===== src/rtl/uart_rx_frame_pkg.sv =====
// Shared definitions for the UART receive front end: state encoding,
// legal oversampling ratios and the prescale word type.
package uart_rx_frame_pkg;

    typedef enum logic [2:0] {
        IDLE   = 3'd0,
        START  = 3'd1,
        DATA   = 3'd2,
        PARITY = 3'd3,
        STOP   = 3'd4
    } rx_state_t;

    typedef logic [5:0] presc_t;

    localparam presc_t PRESC_8  = 6'd8;
    localparam presc_t PRESC_16 = 6'd16;
    localparam presc_t PRESC_32 = 6'd32;

    function automatic logic presc_legal(input presc_t p);
        return (p == PRESC_8) || (p == PRESC_16) || (p == PRESC_32);
    endfunction

endpackage


===== src/rtl/uart_rx_sampler.sv =====
// Per-bit timing: edge counter within a bit, two early samples and a
// 3-sample majority vote decided at the third sample point.
module uart_rx_sampler
    import uart_rx_frame_pkg::*;
(
    input  logic   CLK,
    input  logic   RST,
    input  logic   rx_s,
    input  logic   active,
    input  presc_t prescale,
    output logic   bit_done,
    output logic   sampled_bit_valid,
    output logic   sampled_bit
);

    presc_t edge_cnt;
    logic   samp0;
    logic   samp1;
    presc_t half;

    assign half = prescale >> 1;

    // Counter is held at 0 while idle so the first frame cycle always sees edge_cnt = 0.
    always_ff @(posedge CLK or posedge RST) begin
        if (RST) begin
            edge_cnt <= '0;
            samp0    <= 1'b0;
            samp1    <= 1'b0;
        end else begin
            if (!active || edge_cnt == prescale - 6'd1) begin
                edge_cnt <= '0;
            end else begin
                edge_cnt <= edge_cnt + 6'd1;
            end
            if (active && edge_cnt == half - 6'd1) begin
                samp0 <= rx_s;
            end
            if (active && edge_cnt == half) begin
                samp1 <= rx_s;
            end
        end
    end

    assign bit_done          = active && (edge_cnt == prescale - 6'd1);
    assign sampled_bit_valid = active && (edge_cnt == half + 6'd1);
    assign sampled_bit       = (samp0 & samp1) | (samp0 & rx_s) | (samp1 & rx_s);

endmodule


===== src/rtl/uart_rx_frame.sv =====
// UART receive front end: synchronises RX_IN, walks the frame and emits
// one-cycle Data_Valid / Par_Err / Stop_Err strobes.
module uart_rx_frame
    import uart_rx_frame_pkg::*;
#(
    parameter int DATA_WIDTH  = 8,
    parameter int SYNC_STAGES = 2
) (
    input  logic                  CLK,
    input  logic                  RST,
    input  logic                  RX_IN,
    input  logic                  PAR_EN,
    input  logic                  PAR_TYP,
    input  logic [5:0]            Prescale,
    output logic [DATA_WIDTH-1:0] P_DATA,
    output logic                  Data_Valid,
    output logic                  Par_Err,
    output logic                  Stop_Err
);

    localparam int CNT_W = (DATA_WIDTH > 1) ? $clog2(DATA_WIDTH) : 1;

    logic [SYNC_STAGES-1:0] sync_q;
    logic                   rx_s;
    rx_state_t              state;
    logic                   armed;
    logic [CNT_W-1:0]       bit_cnt;
    logic [DATA_WIDTH-1:0]  shift_reg;
    logic                   par_bad;
    logic                   par_en_q;
    logic                   par_typ_q;
    presc_t                 presc_q;
    logic                   active;
    logic                   bit_done;
    logic                   sampled_bit_valid;
    logic                   sampled_bit;

    always_ff @(posedge CLK or posedge RST) begin
        if (RST) begin
            sync_q <= '1;
        end else begin
            sync_q[0] <= RX_IN;
            for (int i = 1; i < SYNC_STAGES; i++) begin
                sync_q[i] <= sync_q[i-1];
            end
        end
    end

    assign rx_s   = sync_q[SYNC_STAGES-1];
    assign active = (state != IDLE);

    uart_rx_sampler u_sampler (
        .CLK               (CLK),
        .RST               (RST),
        .rx_s              (rx_s),
        .active            (active),
        .prescale          (presc_q),
        .bit_done          (bit_done),
        .sampled_bit_valid (sampled_bit_valid),
        .sampled_bit       (sampled_bit)
    );

    // A start needs rx_s seen high since entering IDLE, so a held break never restarts.
    always_ff @(posedge CLK or posedge RST) begin
        if (RST) begin
            state      <= IDLE;
            armed      <= 1'b0;
            bit_cnt    <= '0;
            shift_reg  <= '0;
            par_bad    <= 1'b0;
            par_en_q   <= 1'b0;
            par_typ_q  <= 1'b0;
            presc_q    <= PRESC_8;
            P_DATA     <= '0;
            Data_Valid <= 1'b0;
            Par_Err    <= 1'b0;
            Stop_Err   <= 1'b0;
        end else begin
            Data_Valid <= 1'b0;
            Par_Err    <= 1'b0;
            Stop_Err   <= 1'b0;
            case (state)
                IDLE: begin
                    if (armed && !rx_s) begin
                        state     <= START;
                        armed     <= 1'b0;
                        bit_cnt   <= '0;
                        par_bad   <= 1'b0;
                        par_en_q  <= PAR_EN;
                        par_typ_q <= PAR_TYP;
                        // An illegal ratio falls back to 16 so the counter stays bounded.
                        presc_q   <= presc_legal(Prescale) ? Prescale : PRESC_16;
                    end else if (rx_s) begin
                        armed <= 1'b1;
                    end
                end
                START: begin
                    if (sampled_bit_valid && sampled_bit) begin
                        state <= IDLE;
                    end else if (bit_done) begin
                        state <= DATA;
                    end
                end
                DATA: begin
                    if (sampled_bit_valid) begin
                        shift_reg <= {sampled_bit, shift_reg[DATA_WIDTH-1:1]};
                    end
                    if (bit_done) begin
                        if (bit_cnt == CNT_W'(DATA_WIDTH - 1)) begin
                            bit_cnt <= '0;
                            state   <= par_en_q ? PARITY : STOP;
                        end else begin
                            bit_cnt <= bit_cnt + 1'b1;
                        end
                    end
                end
                PARITY: begin
                    if (sampled_bit_valid) begin
                        par_bad <= sampled_bit != ((^shift_reg) ^ par_typ_q);
                    end
                    if (bit_done) begin
                        state <= STOP;
                    end
                end
                STOP: begin
                    // Leave half a bit early so a back-to-back start edge is not missed.
                    if (sampled_bit_valid) begin
                        state <= IDLE;
                        if (!sampled_bit) begin
                            Stop_Err <= 1'b1;
                        end else if (par_bad) begin
                            Par_Err <= 1'b1;
                        end else begin
                            Data_Valid <= 1'b1;
                            P_DATA     <= shift_reg;
                        end
                    end
                end
                default: begin
                    state <= IDLE;
                end
            endcase
        end
    end

endmodule


===== config.mk =====
export PLATFORM = sky130hd
export DESIGN_NAME = uart_rx_frame
export DESIGN_NICKNAME = d
export VERILOG_FILES = /design/src/rtl/uart_rx_frame_pkg.sv /design/src/rtl/uart_rx_sampler.sv /design/src/rtl/uart_rx_frame.sv
export SDC_FILE = /design/constraint.sdc
export NUM_CORES = 1
export LEC_CHECK = 0
export CORE_UTILIZATION = 35
export DETAILED_ROUTE_END_ITERATION = 12
export GPL_ROUTABILITY_DRIVEN = 0
export SLEW_MARGIN = 20
export SYNTH_ARGS = -nofsm -noshare
export SYNTH_HDL_FRONTEND = slang
export SYNTH_SLANG_ARGS = --single-unit

===== constraint.sdc =====
create_clock -name CLK -period 5.5 [get_ports CLK]
set_input_delay 0.55 -clock CLK [delete_from_list [all_inputs] [get_ports CLK]]
set_output_delay 0.55 -clock CLK [all_outputs]
set_load 0.02 [all_outputs]

# Word-level counts from Yosys, hierarchy flattened
# Cells that the tools add are included.
dict set report op_classes {
  addsub 5
  n_eq_ne 20
  n_mux 31
  bitwise 7
  n_reduce_logical 24
}
# op count
set ops {}
lappend ops {{3-bit two-way mux} 11}
lappend ops {{6-bit == test} 3}
lappend ops {{1-bit two-way mux} 15}
lappend ops {{3-bit case mux with 5 select lines} 1}
lappend ops {{6-bit two-way mux} 2}
lappend ops {{2-bit != test, second input constant} 6}
lappend ops {{8-bit XOR reduction} 1}
lappend ops {{5-bit by 1-bit adder with 6-bit output, second input constant} 1}
lappend ops {{6-bit by 1-bit adder with 6-bit output, second input constant} 1}
lappend ops {{3-bit by 2-bit == test with 1-bit output, second input constant} 2}
lappend ops {{3-bit == test, second input constant} 2}
lappend ops {{6-bit by 4-bit == test with 1-bit output, second input constant} 1}
lappend ops {{6-bit by 5-bit == test with 1-bit output} 1}
lappend ops {{6-bit by 5-bit == test with 1-bit output, second input constant} 1}
lappend ops {{6-bit == test, second input constant} 1}
lappend ops {{1-bit logical AND} 6}
lappend ops {{3-bit case mux with 2 select lines} 1}
lappend ops {{2-bit AND reduction} 3}
lappend ops {{3-bit AND reduction} 2}
lappend ops {{6-bit AND reduction} 1}
lappend ops {{2-bit nonzero test} 3}
lappend ops {{5-bit by 1-bit subtractor with 6-bit output, second input constant} 1}
lappend ops {{6-bit by 1-bit subtractor with 6-bit output, second input constant} 1}
lappend ops {{4-bit AND reduction} 1}
lappend ops {{other kinds (13)} 19}
dict set report word_totals {
  register_bits 45
  in_bits 11
  out_inout_bits 11
}

# Depth between registers and ports, before layout
# Gate-level depths: netlist of run 1.
dict set report depth {
  word_depth 6
  depth_mapped 10
}

# Cells and area by module
# Synthesis of run 1 repeated with hierarchy kept, for this count alone.
dict set report unflattened {
  cells_unflattened 233
  hier_area_um2 2597.5
}
# mod instances cells_each area_per_inst_um2 seq_area_each_um2
set modules_own_cells {}
lappend modules_own_cells {uart_rx_frame 1 126 1675.4 929.6}
lappend modules_own_cells {uart_rx_sampler 1 107 922.1 200.2}

# Worst setup path before layout of run 1
# Ideal clock, no wire load.
dict set report synth_path {
  path_kind {register to register}
  from {register presc_q[1]}
  to {register state[1]}
  arrival_ps 2196
  slack_ps 3178
  path_stages_with_launch 10
  synth_period_minus_slack_ps 2322
  path_cell_list {dfrtp_1 > clkbuf_1 > inv_1 > ha_1 > a21boi_0 > nand2_1 > xnor2_1 > o41ai_2 > o221ai_1 > a221o_1}
}
dict set report synth_between {
  elab_chain_len 6
  elab_cells_between_ends 14
}
# element line_no
set synth_lines {}
lappend synth_lines {{start, declared} uart_rx_frame.sv:32} ;# presc_t presc_q;
lappend synth_lines {{start signal, assigned} uart_rx_frame.sv:92} ;# presc_q <= presc_legal(Prescale) ? Prescale : PRESC_16;
lappend synth_lines {{5-bit by 1-bit adder with 6-bit output} uart_rx_sampler.sv:45} ;# assign sampled_bit_valid = active && (edge_cnt == half + 6'd1);
lappend synth_lines {{6-bit == test} uart_rx_sampler.sv:45}
lappend synth_lines {{1-bit logical AND} uart_rx_sampler.sv:45}
lappend synth_lines {{1-bit logical AND} uart_rx_frame.sv:98} ;# if (sampled_bit_valid && sampled_bit) begin
lappend synth_lines {{3-bit != test (no line) / 3-bit two-way mux (equally long branches)} --}
lappend synth_lines {{6-bit AND reduction (no line) / 3-bit case mux with 5 select lines (equally long branches)} --}
lappend synth_lines {{end signal, assigned} uart_rx_frame.sv:111} ;# state <= par_en_q ? PARITY : STOP;
lappend synth_lines {{end, declared} uart_rx_frame.sv:25} ;# rx_state_t state;
# Several ways; a longest one is shown, not always the timed one.
# A chain may end at the register's enable or synchronous reset.

# Final worst setup path of run 1
dict set report layout_path {
  from {register presc_q[2]}
  to {register P_DATA[7]}
}
dict set report layout_between {
  elab_chain_len 4
}
# element line_no
set layout_lines {}
lappend layout_lines {{5-bit by 1-bit adder with 6-bit output} uart_rx_sampler.sv:45}
lappend layout_lines {{6-bit == test} uart_rx_sampler.sv:45}
lappend layout_lines {{1-bit logical AND} uart_rx_sampler.sv:45}
lappend layout_lines {{4-bit AND reduction (no line)} --}
lappend layout_lines {{end signal, assigned} uart_rx_frame.sv:135} ;# P_DATA <= shift_reg;
lappend layout_lines {{end, declared} uart_rx_frame.sv:15} ;# output logic [DATA_WIDTH-1:0] P_DATA,
# Every way passes these cells.

==> key figures, run 1 <==
Outcome
  • Run status: finished, final reports clean

Clocking
  • Clk_lat worst skew: 300 ps
  • Resize count post-CTS: 0
  • H-Tree Depth: 2
  • Post-CTS Setup Bufs: 0
  • Clock sinks: 45
  • Inserted Clock Buffers: 5
  • CTS clock-pin slew for the worst setup and hold paths: 90 ps
  • Cts hold-fix bufs: 0
  • CTS root buffer: clkbuf_8
  • CTS Buffer Depth: 2
  • CTS tree: built

Global routing
  • GRT Total Usage: 13.31%
  • First-pass GRT wire length: 7859 um
  • Vias in the first global route: 1578
  • Largest net degree at the start of global routing: 46
  • Initial antenna violation count: 0
  • Gr ovfl total: 0

Yosys
  • Async set or reset register ratio after synthesis: 100.0%
  • Post-synth top area share: 41.02%
  • Syn nets: 253
  • Main synth FF type: dfrtp_1
  • Post-Syn Area: 2562 um2
  • Syn. warnings: 0
  • #FFs+latches synth: 45
  • Dominant cell type by area after synthesis: dfrtp_1
  • Avg Inst Size Synth: 10.90 um2
  • Register area share after synthesis: 44.09%
  • Synth area leaders: dfrtp_1, mux2_2, xnor2_1
  • EDFF count, synth: 0
  • Commonest cells in the netlist: dfrtp_1, nor2_1, xnor2_1
  • Cells after synthesis: 235
  • Top-count cell post-synth: dfrtp_1
  • Netlist cell types: 51

Floorplan
  • Core Rows: 30
  • Die Width: 87.57 um
  • Core area: 6944 um2
  • I/O pin cnt: 22
  • Die area: 7668 um2
  • Initial Util: 36.90%
  • Die H: 87.57 um

Cells and area
  • Area of the multi-input gates: 1323 um2
  • Sequential Area: 1130 um2
  • Antenna cell count: 0
  • Layout filler cell count: 677
  • Fraction of layout cells with a size suffix above 1: 17.06%
  • Synthesis-to-finish area growth: 13.57%
  • Nets: 269

Drt
  • Vias per cell: 4.888
  • WL per Instance: 13.02 um
  • Via count: 1701
  • Post-Route WL: 4531 um
  • DR iter-0 viols: 103
  • Drt drc: 0
  • First-pass iteration count of the detailed router: 4
  • Post-route ant nets: 0

STA
  • Unrepaired setup endpoints after global routing: false
  • Post-Route Skew: 8.569 ps
  • Fin crit period: 2807 ps
  • Highest Clock Rate: 356.2 MHz
  • Post-route setup TNS: 0 ps
  • Final Hold Fails: 0
  • Final Slew Violations: 0
  • Final setup vio count: 0
  • Worst Max-Slew Pin Slew: 919.6 ps
  • Final period util: 51.04%
  • Worst hold margin: 361.6 ps
  • Max-slew headroom: 38.60%

Power and ir drop
  • Worst VDD drop: 0.0001602 V
  • Sw Share: 38.98%
  • Clock network power share: 18.5%
  • Power Density: 386.8 nW/um2
  • Reg power frac: 44.6%
  • Combinational group share of total power: 36.9%
  • Cell-internal power: 686.9 uW
  • Pleak: 0.001312 uW
  • Switch Pwr: 438.8 uW

Critical path
  • Largest stage delay on the critical path: 610 ps
  • R2r startpoint: presc_q[2]
  • Crit path launch type: register
  • CP startpoint: presc_q[2]
  • CP max stage cell: and4b_1
  • Setup CP Type: reg -> reg
  • Critical Path RT: 5690 ps
  • CP arrival: 3000 ps
  • Worst setup EP type: register
  • Cells along the critical path: ha_1, o21ba_2, a221oi_2, a21oi_2, nor3_4, and4b_1, mux2_4
  • Last element of the critical path: P_DATA[7]
  • Worst reg2reg path endpoint: P_DATA[7]
  • R2R setup slack: 2690 ps
  • Worst-path fanout max: 12
  • FF-to-FF path depth: 7

Run
  • # Max-Cap Violations: 0

Place
  • HPWL Detailed: 3217 um
  • IO buf count: 21

Min path
  • Worst hold path class: reg -> reg
[per-layer routing]
| metal | GRT usage [%] | vias to the layer above | wire length (um) |
|---|---|---|---|
| met2 | 18.82 | 34 | 1988 |
| met1 | 20.07 | 821 | 2327 |
| met3 | 2.545 | 7 | 137 |
| li1 | - | 839 | - |
| met5 | 0 | - | 0 |
| met4 | 4.918 | 0 | 76 |
[worst min-delay path by stage]
stage / slack [ps] / from / to / depth (start not counted)
2_1_floorplan: 350 / sync_q[0] / sync_q[1] / 0
3_3_place_gp: 350 / sync_q[0] / sync_q[1] / 0
3_5_place_dp: 350 / sync_q[0] / sync_q[1] / 0
4_1_cts: 360 / sync_q[0] / sync_q[1] / 0
5_1_grt: 370 / sync_q[0] / sync_q[1] / 0
6_report: 360 / sync_q[0] / sync_q[1] / 0
[cells by family (layout without fill, tap and decap cells)]
| group | Yosys count | after routing | synth area share, % |
|---|---|---|---|
| muxes | 23 | 23 | 11.23 |
| AOI/OAI and AO/OA | 26 | 26 | 7.910 |
| xor gates and xnor gates | 34 | 34 | 11.62 |
| buffers and inverters | 22 | 39 | 4.297 |
| adders and majority gates | 8 | 8 | 3.808 |
| DFF | 45 | 45 | 44.09 |
| and+or+nand+nor | 77 | 77 | 17.04 |
[power groups by stage]
stage               Sequential, uW  Combinational [uW]  Clock [uW]
global route                   516                 472         230
CTS                            503                 417         218
global placement               508                 412           0
finish                         502                 415         208
floorplan                      445                 407           0
detailed placement             510                 415           0
[critical path, delay by kind of cell, from the launching register on]
kind | cells | cell delay (ps)
compound gates | 3 | 580
fa+ha+maj | 1 | 320
flops | 1 | 510
mux | 1 | 340
simple gates | 2 | 940
[layout make-up]
cell class / instances / area share [%]
Clock inverter: 3 / 0.7309
Multi-Input combinational cell: 168 / 45.44
Sequential cell: 45 / 38.82
Inverter: 10 / 1.290
Clock buffer: 5 / 2.365
Timing Repair Buffer: 21 / 7.223
Tap cell: 96 / 4.127
[cells in the final DEF, fill, tap and decap left out, drive strengths merged, types with 2 or more instances in the layout]
master         count
nor4               2
xnor2             18
and4b              2
ha                 7
and2               6
nor2              19
o21ai              5
dfstp              3
clkdlybuf4s50     21
inv               11
dfrtp             42
o41ai              4
a31oi              2
a21oi              3
nand3              6
mux2              22
nand2b             5
or4                3
or2                2
nand4              3
o211ai             2
nand2             16
xor2              16
nor3               3
nand3b             4
a21boi             2
clkbuf             5
[stage by stage]
stage | std cells | total power, uW | cell area [um2] | setup WS (ps) | utilization (%)
after detailed placement | 340 | 925.0 | 2820 | 2686 | 40.61
final | 348 | 1126 | 2910 | 2693 | 41.91
after CTS | 348 | 1138 | 2910 | 2685 | 41.91
after global routing | 348 | 1218 | 2910 | 2535 | 41.91
after floorplan | 235 | 851.8 | 2562 | 3178 | -
after global placement | 340 | 919.8 | 2820 | 2731 | 40.61
No activity file was read; power rests on OpenSTA's default activity.
==> run 2: changes to the inputs <==
==> constraint.sdc (replaced) <==
create_clock -name CLK -period 2.7 [get_ports CLK]
set_input_delay 0.27 -clock CLK [delete_from_list [all_inputs] [get_ports CLK]]
set_output_delay 0.27 -clock CLK [all_outputs]
set_load 0.02 [all_outputs]
==> run 2 against run 1 <==
Effect of this change: highest routed layer unchanged; register-to-register slack lost 2500 ps; setup slack lost 2500 ps; critical endpoint is now P_DATA[3]; routed wire length grew 3.8%; worst hold slack lost 0.56 ps; largest power group unchanged; sequential share of layout area shrank 0.59 points.
==> key figures, run 2 (synthesis gave the netlist of run 1 again) <==
Cells and area
  • Commonest non-fill, non-tap cell in the layout: dfrtp_1
  • Design Area, Final: 2955 um2
  • Nets: 275
  • Layout filler cell count: 666
  • Antenna cell count: 0
  • Area of the multi-input gates: 1323 um2
  • Commonest cells after routing, fill and taps aside: dfrtp_1, clkdlybuf4s50_1, nor2_1
  • Fraction of layout cells with a size suffix above 1: 18.99%
  • Synthesis-to-finish area growth: 15.33%
  • Fin util: 42.56%
  • Sequential Area: 1130 um2

Clocking
  • CTS Buffer Depth: 2
  • Clock sinks: 45
  • Clk_lat worst skew: 300 ps
  • CTS root buffer: clkbuf_8
  • Inserted Clock Buffers: 5
  • CTS clock-pin slew for the worst setup and hold paths: 90 ps
  • H-Tree Depth: 2
  • CTS tree: built
  • Cts hold-fix bufs: 0
  • Resize count post-CTS: 0
  • Post-CTS Setup Bufs: 0

Drt
  • Drt drc: 0
  • Vias per cell: 4.881
  • Met3 WL: 171 um
  • Post-route ant nets: 0
  • WL per Instance: 13.29 um
  • M1 WL: 2405 um
  • Met2 routed WL: 2080 um
  • DR top layer: met4
  • DR iter-0 viols: 65
  • Post-Route WL: 4704 um
  • Via count: 1728
  • First-pass iteration count of the detailed router: 4

Power and ir drop
  • Worst VDD drop: 0.0003006 V
  • Pleak: 0.001343 uW
  • Power Density: 791.6 nW/um2

Place
  • Dpl ws: 183.0 ps
  • Total placed instance area: 2865 um2
  • HPWL Detailed: 3418 um
  • IO buf count: 21

STA
  • Highest Clock Rate: 403.5 MHz
  • Post-Route Skew: 6.171 ps
  • Unrepaired setup endpoints after global routing: false
  • Worst Max-Slew Pin Slew: 925.0 ps
  • Final Slew Violations: 0
  • Max-slew headroom: 38.24%
  • Post-route setup TNS: 0 ps
  • Final period util: 91.80%
  • Final Hold Fails: 0
  • Fin crit period: 2478 ps
  • Final setup vio count: 0
  • Worst setup margin: 221.5 ps

Run
  • # Max-Cap Violations: 0

Floorplan
  • Die Width: 87.57 um
  • Die H: 87.57 um
  • Core area: 6944 um2
  • Die area: 7668 um2
  • I/O pin cnt: 22
  • Core Rows: 30
  • Initial Util: 36.90%

Critical path
  • Cells along the critical path: ha_1, o21ba_2, a221oi_2, a21oi_2, nor3_4, and4b_1, buf_4, mux2_4
  • Worst-path fanout max: 9
  • Setup CP Type: reg -> reg
  • Largest stage delay on the critical path: 480 ps
  • CP arrival: 2670 ps
  • Worst setup EP type: register
  • Critical Path RT: 2900 ps
  • CP max stage cell: dfrtp_1
  • CP top delay family: compound AO/OA/AOI/OAI gates
  • Crit path launch type: register
  • Critical path buffers and inverters: 1

Global routing
  • Initial antenna violation count: 0
  • GRT Total Usage: 13.53%
  • First-pass GRT wire length: 7921 um
  • Largest net degree at the start of global routing: 46
  • Gr ovfl total: 0
  • Vias in the first global route: 1626

Min path
  • Worst hold path class: reg -> reg

Outcome
  • Run status: finished, final reports clean
## run 2: cell types whose count changed in the layout (fill, tap and decap cells not counted), sizes merged
| cell | before | now |
|---|---|---|
| buf | 0 | 6 |
## run 2: metrics by stage
step	std cells	power, uW	hold WS, ps
finish	354	2339	361.0
global route	354	2516	360.1
CTS	354	2360	353.2
detailed placement	346	1923	346.9
global placement	346	1908	345.9
floorplan	235	1735	274.5
## run 2: final cells by class
| class | count | area share (%) |
|---|---|---|
| multi-input cells | 168 | 44.75 |
| flip-flops and latches | 45 | 38.23 |
| repair buffers | 27 | 8.637 |
| well taps | 96 | 4.064 |
| clock buffers | 5 | 2.329 |
| inverters | 10 | 1.270 |
| clock inverters | 3 | 0.7197 |
## run 2: path summary, 6_finish.rpt
| path | slack [ps] | endpoint | startpoint | cells past startpoint |
|---|---|---|---|---|
| max | 220 | P_DATA[3] | presc_q[1] | 8 |
| min | 360 | sync_q[1] | sync_q[0] | 0 |
| max reg2reg | 220 | P_DATA[3] | presc_q[1] | 8 |
| min reg2reg | 360 | sync_q[1] | sync_q[0] | 0 |
| max in group asynchronous | 1640 | presc_q[0] | RST | 2 |
| min in group asynchronous | 490 | shift_reg[4] | RST | 2 |
## run 2: power breakdown
group	total [uW]	switching (uW)	internal [uW]
Combinational	907	472	435
Clock	431	247	184
Sequential	1000	196	805
## run 2: worst reg2reg max path: stages (launching register included)
cell and delay (ps):
dfrtp_1 480, ha_1 310, o21ba_2 230, a221oi_2 280, a21oi_2 80, nor3_4 260, and4b_1 220, buf_4 200
mux2_4 320
## run 2: metal layers
| layer | track usage [%] | vias up |
|---|---|---|
| met5 | 0 | - |
| met2 | 19.32 | 28 |
| met4 | 4.620 | 0 |
| met3 | 3.299 | 4 |
| li1 | - | 855 |
| met1 | 19.98 | 841 |
==> run 3: changes to the inputs <==
--- a/config.mk
+++ b/config.mk
@@ -5,9 +5,10 @@
 export SDC_FILE = /design/constraint.sdc
 export NUM_CORES = 1
 export LEC_CHECK = 0
-export CORE_UTILIZATION = 35
+export CORE_UTILIZATION = 50
 export DETAILED_ROUTE_END_ITERATION = 12
 export GPL_ROUTABILITY_DRIVEN = 0
+export PLACE_DENSITY = 0.71
 export SLEW_MARGIN = 20
 export SYNTH_ARGS = -nofsm -noshare
 export SYNTH_HDL_FRONTEND = slang
==> run 3 against run 2 <==
Effect of this change: global-route usage increased by 5.2 points; clock-buffer cell count unchanged; critical path type unchanged; sequential power about the same; worst hold slack got worse by 170 ps.
==> key figures, run 3 (synthesis gave the netlist of run 1 again) <==
Outcome
  • Run status: finished, final reports clean

Clocking
  • CTS Buffer Depth: 2
  • Clk_lat worst skew: 300 ps
  • Clock sinks: 45
  • CTS root buffer: clkbuf_8
  • H-Tree Depth: 2
  • CTS clock-pin slew for the worst setup and hold paths: 100 ps
  • Inserted Clock Buffers: 5
  • Cts hold-fix bufs: 0
  • Resize count post-CTS: 0
  • Post-CTS Setup Bufs: 0
  • CTS tree: built

Place
  • Total placed instance area: 2836 um2
  • HPWL Detailed: 3277 um
  • Dpl ws: 203.7 ps
  • IO buf count: 21
  • Placed Cells: 318

Global routing
  • First-pass GRT wire length: 7672 um
  • GRT Total Usage: 18.70%
  • Largest net degree at the start of global routing: 25
  • Vias in the first global route: 1633
  • Gr ovfl total: 0
  • Initial antenna violation count: 0

Power and ir drop
  • Pleak: 0.001345 uW
  • Power Density: 795.1 nW/um2
  • Worst VDD drop: 0.0004520 V

Critical path
  • Last element of the critical path: state[1]
  • Largest stage delay on the critical path: 480 ps
  • Crit path launch type: register
  • R2R setup slack: 220 ps
  • FF-to-FF path depth: 8
  • Cells along the critical path: inv_1, ha_1, a21boi_1, xnor2_1, nand3_1, o41ai_2, o221ai_1, a221o_1
  • Worst-path fanout max: 9
  • Critical Path RT: 2880 ps
  • CP max stage cell: dfrtp_1
  • Crit path depth: 8
  • CP startpoint: presc_q[1]
  • Setup CP Type: reg -> reg
  • CP arrival: 2670 ps
  • Critical path buffers and inverters: 1
  • Worst setup EP type: register
  • R2r startpoint: presc_q[1]
  • Worst reg2reg path endpoint: state[1]
  • CP top delay family: compound AO/OA/AOI/OAI gates

STA
  • Highest Clock Rate: 402.5 MHz
  • Final Slew Violations: 0
  • Post-route setup TNS: 0 ps
  • Post-Route Skew: 10.25 ps
  • Final period util: 92.02%
  • Final Hold Fails: 0
  • Final setup vio count: 0
  • Max-slew headroom: 65.15%
  • Fin crit period: 2485 ps
  • Unrepaired setup endpoints after global routing: false
  • Worst setup margin: 215.4 ps
  • Worst Max-Slew Pin Slew: 521.1 ps

Floorplan
  • Core Rows: 25
  • I/O pin cnt: 22
  • Die H: 73.59 um
  • Core area: 4817 um2
  • Initial Util: 53.19%
  • Die area: 5415 um2
  • Die Width: 73.59 um

Drt
  • Drt drc: 0
  • Vias per cell: 5.248
  • WL per Instance: 13.86 um
  • Via count: 1711
  • Post-Route WL: 4519 um
  • Post-route ant nets: 0
  • DR iter-0 viols: 56
  • First-pass iteration count of the detailed router: 4

Min path
  • Worst hold path class: in -> async

Cells and area
  • Fraction of layout cells with a size suffix above 1: 18.92%
  • Nets: 276
  • Commonest non-fill, non-tap cell in the layout: dfrtp_1
  • Commonest cells after routing, fill and taps aside: dfrtp_1, clkdlybuf4s50_1, nor2_1
  • Non-filler cells, final: 326
  • Design Area, Final: 2930 um2
  • Antenna cell count: 0
  • Synthesis-to-finish area growth: 14.36%

Run
  • # Max-Cap Violations: 0
run 3: metal layers:
layer	vias to the layer above	global-route usage [%]	share of wire (%)
li1	861	-	-
met1	831	27.25	53
met2	17	27.73	44
met3	2	4.938	1.9
met4	0	4.487	0.60
met5	-	0	0
run 3: per-stage QoR:
step | utilization (%) | hold slack, ps | power (uW)
global route | 60.83 | 211.5 | 2494
detailed placement | 58.88 | 347.5 | 1896
finish | 60.83 | 195.7 | 2330
CTS | 60.83 | 202.0 | 2338
global placement | 58.88 | 346.5 | 1886
floorplan | - | 274.5 | 1735
run 3: how the worst min path moves through the flow:
stage,start,to,depth (start not counted)
2_1_floorplan,RX_IN,sync_q[0],0
3_3_place_gp,sync_q[0],sync_q[1],0
3_5_place_dp,sync_q[0],sync_q[1],0
4_1_cts,RST,armed,2
5_1_grt,RST,shift_reg[2],2
6_report,RST,shift_reg[5],2
run 3: power breakdown:
| group | internal, uW | leakage (uW) | switching [uW] |
|---|---|---|---|
| Clock | 187 | 0.0000447 | 250 |
| Combinational | 429 | 0.000709 | 448 |
| Sequential | 805 | 0.000592 | 211 |
| Total | 1420 | 0.00135 | 909 |
run 3: worst reg2reg max path, cell delays in order (launching register included):
cell,delay [ps]
dfrtp_1,480
inv_1,140
ha_1,260
a21boi_1,270
xnor2_1,180
nand3_1,180
o41ai_2,290
o221ai_1,210
a221o_1,380
run 3: area by class of cell:
type	instances	area, um2
Clock buffer	5	68.82
Clock inverter	3	25.02
Fill cell	414	1887
Inverter	10	37.54
Multi-Input combinational cell	168	1323
Sequential cell	45	1130
Tap cell	67	83.83
Timing Repair Buffer	28	262.8
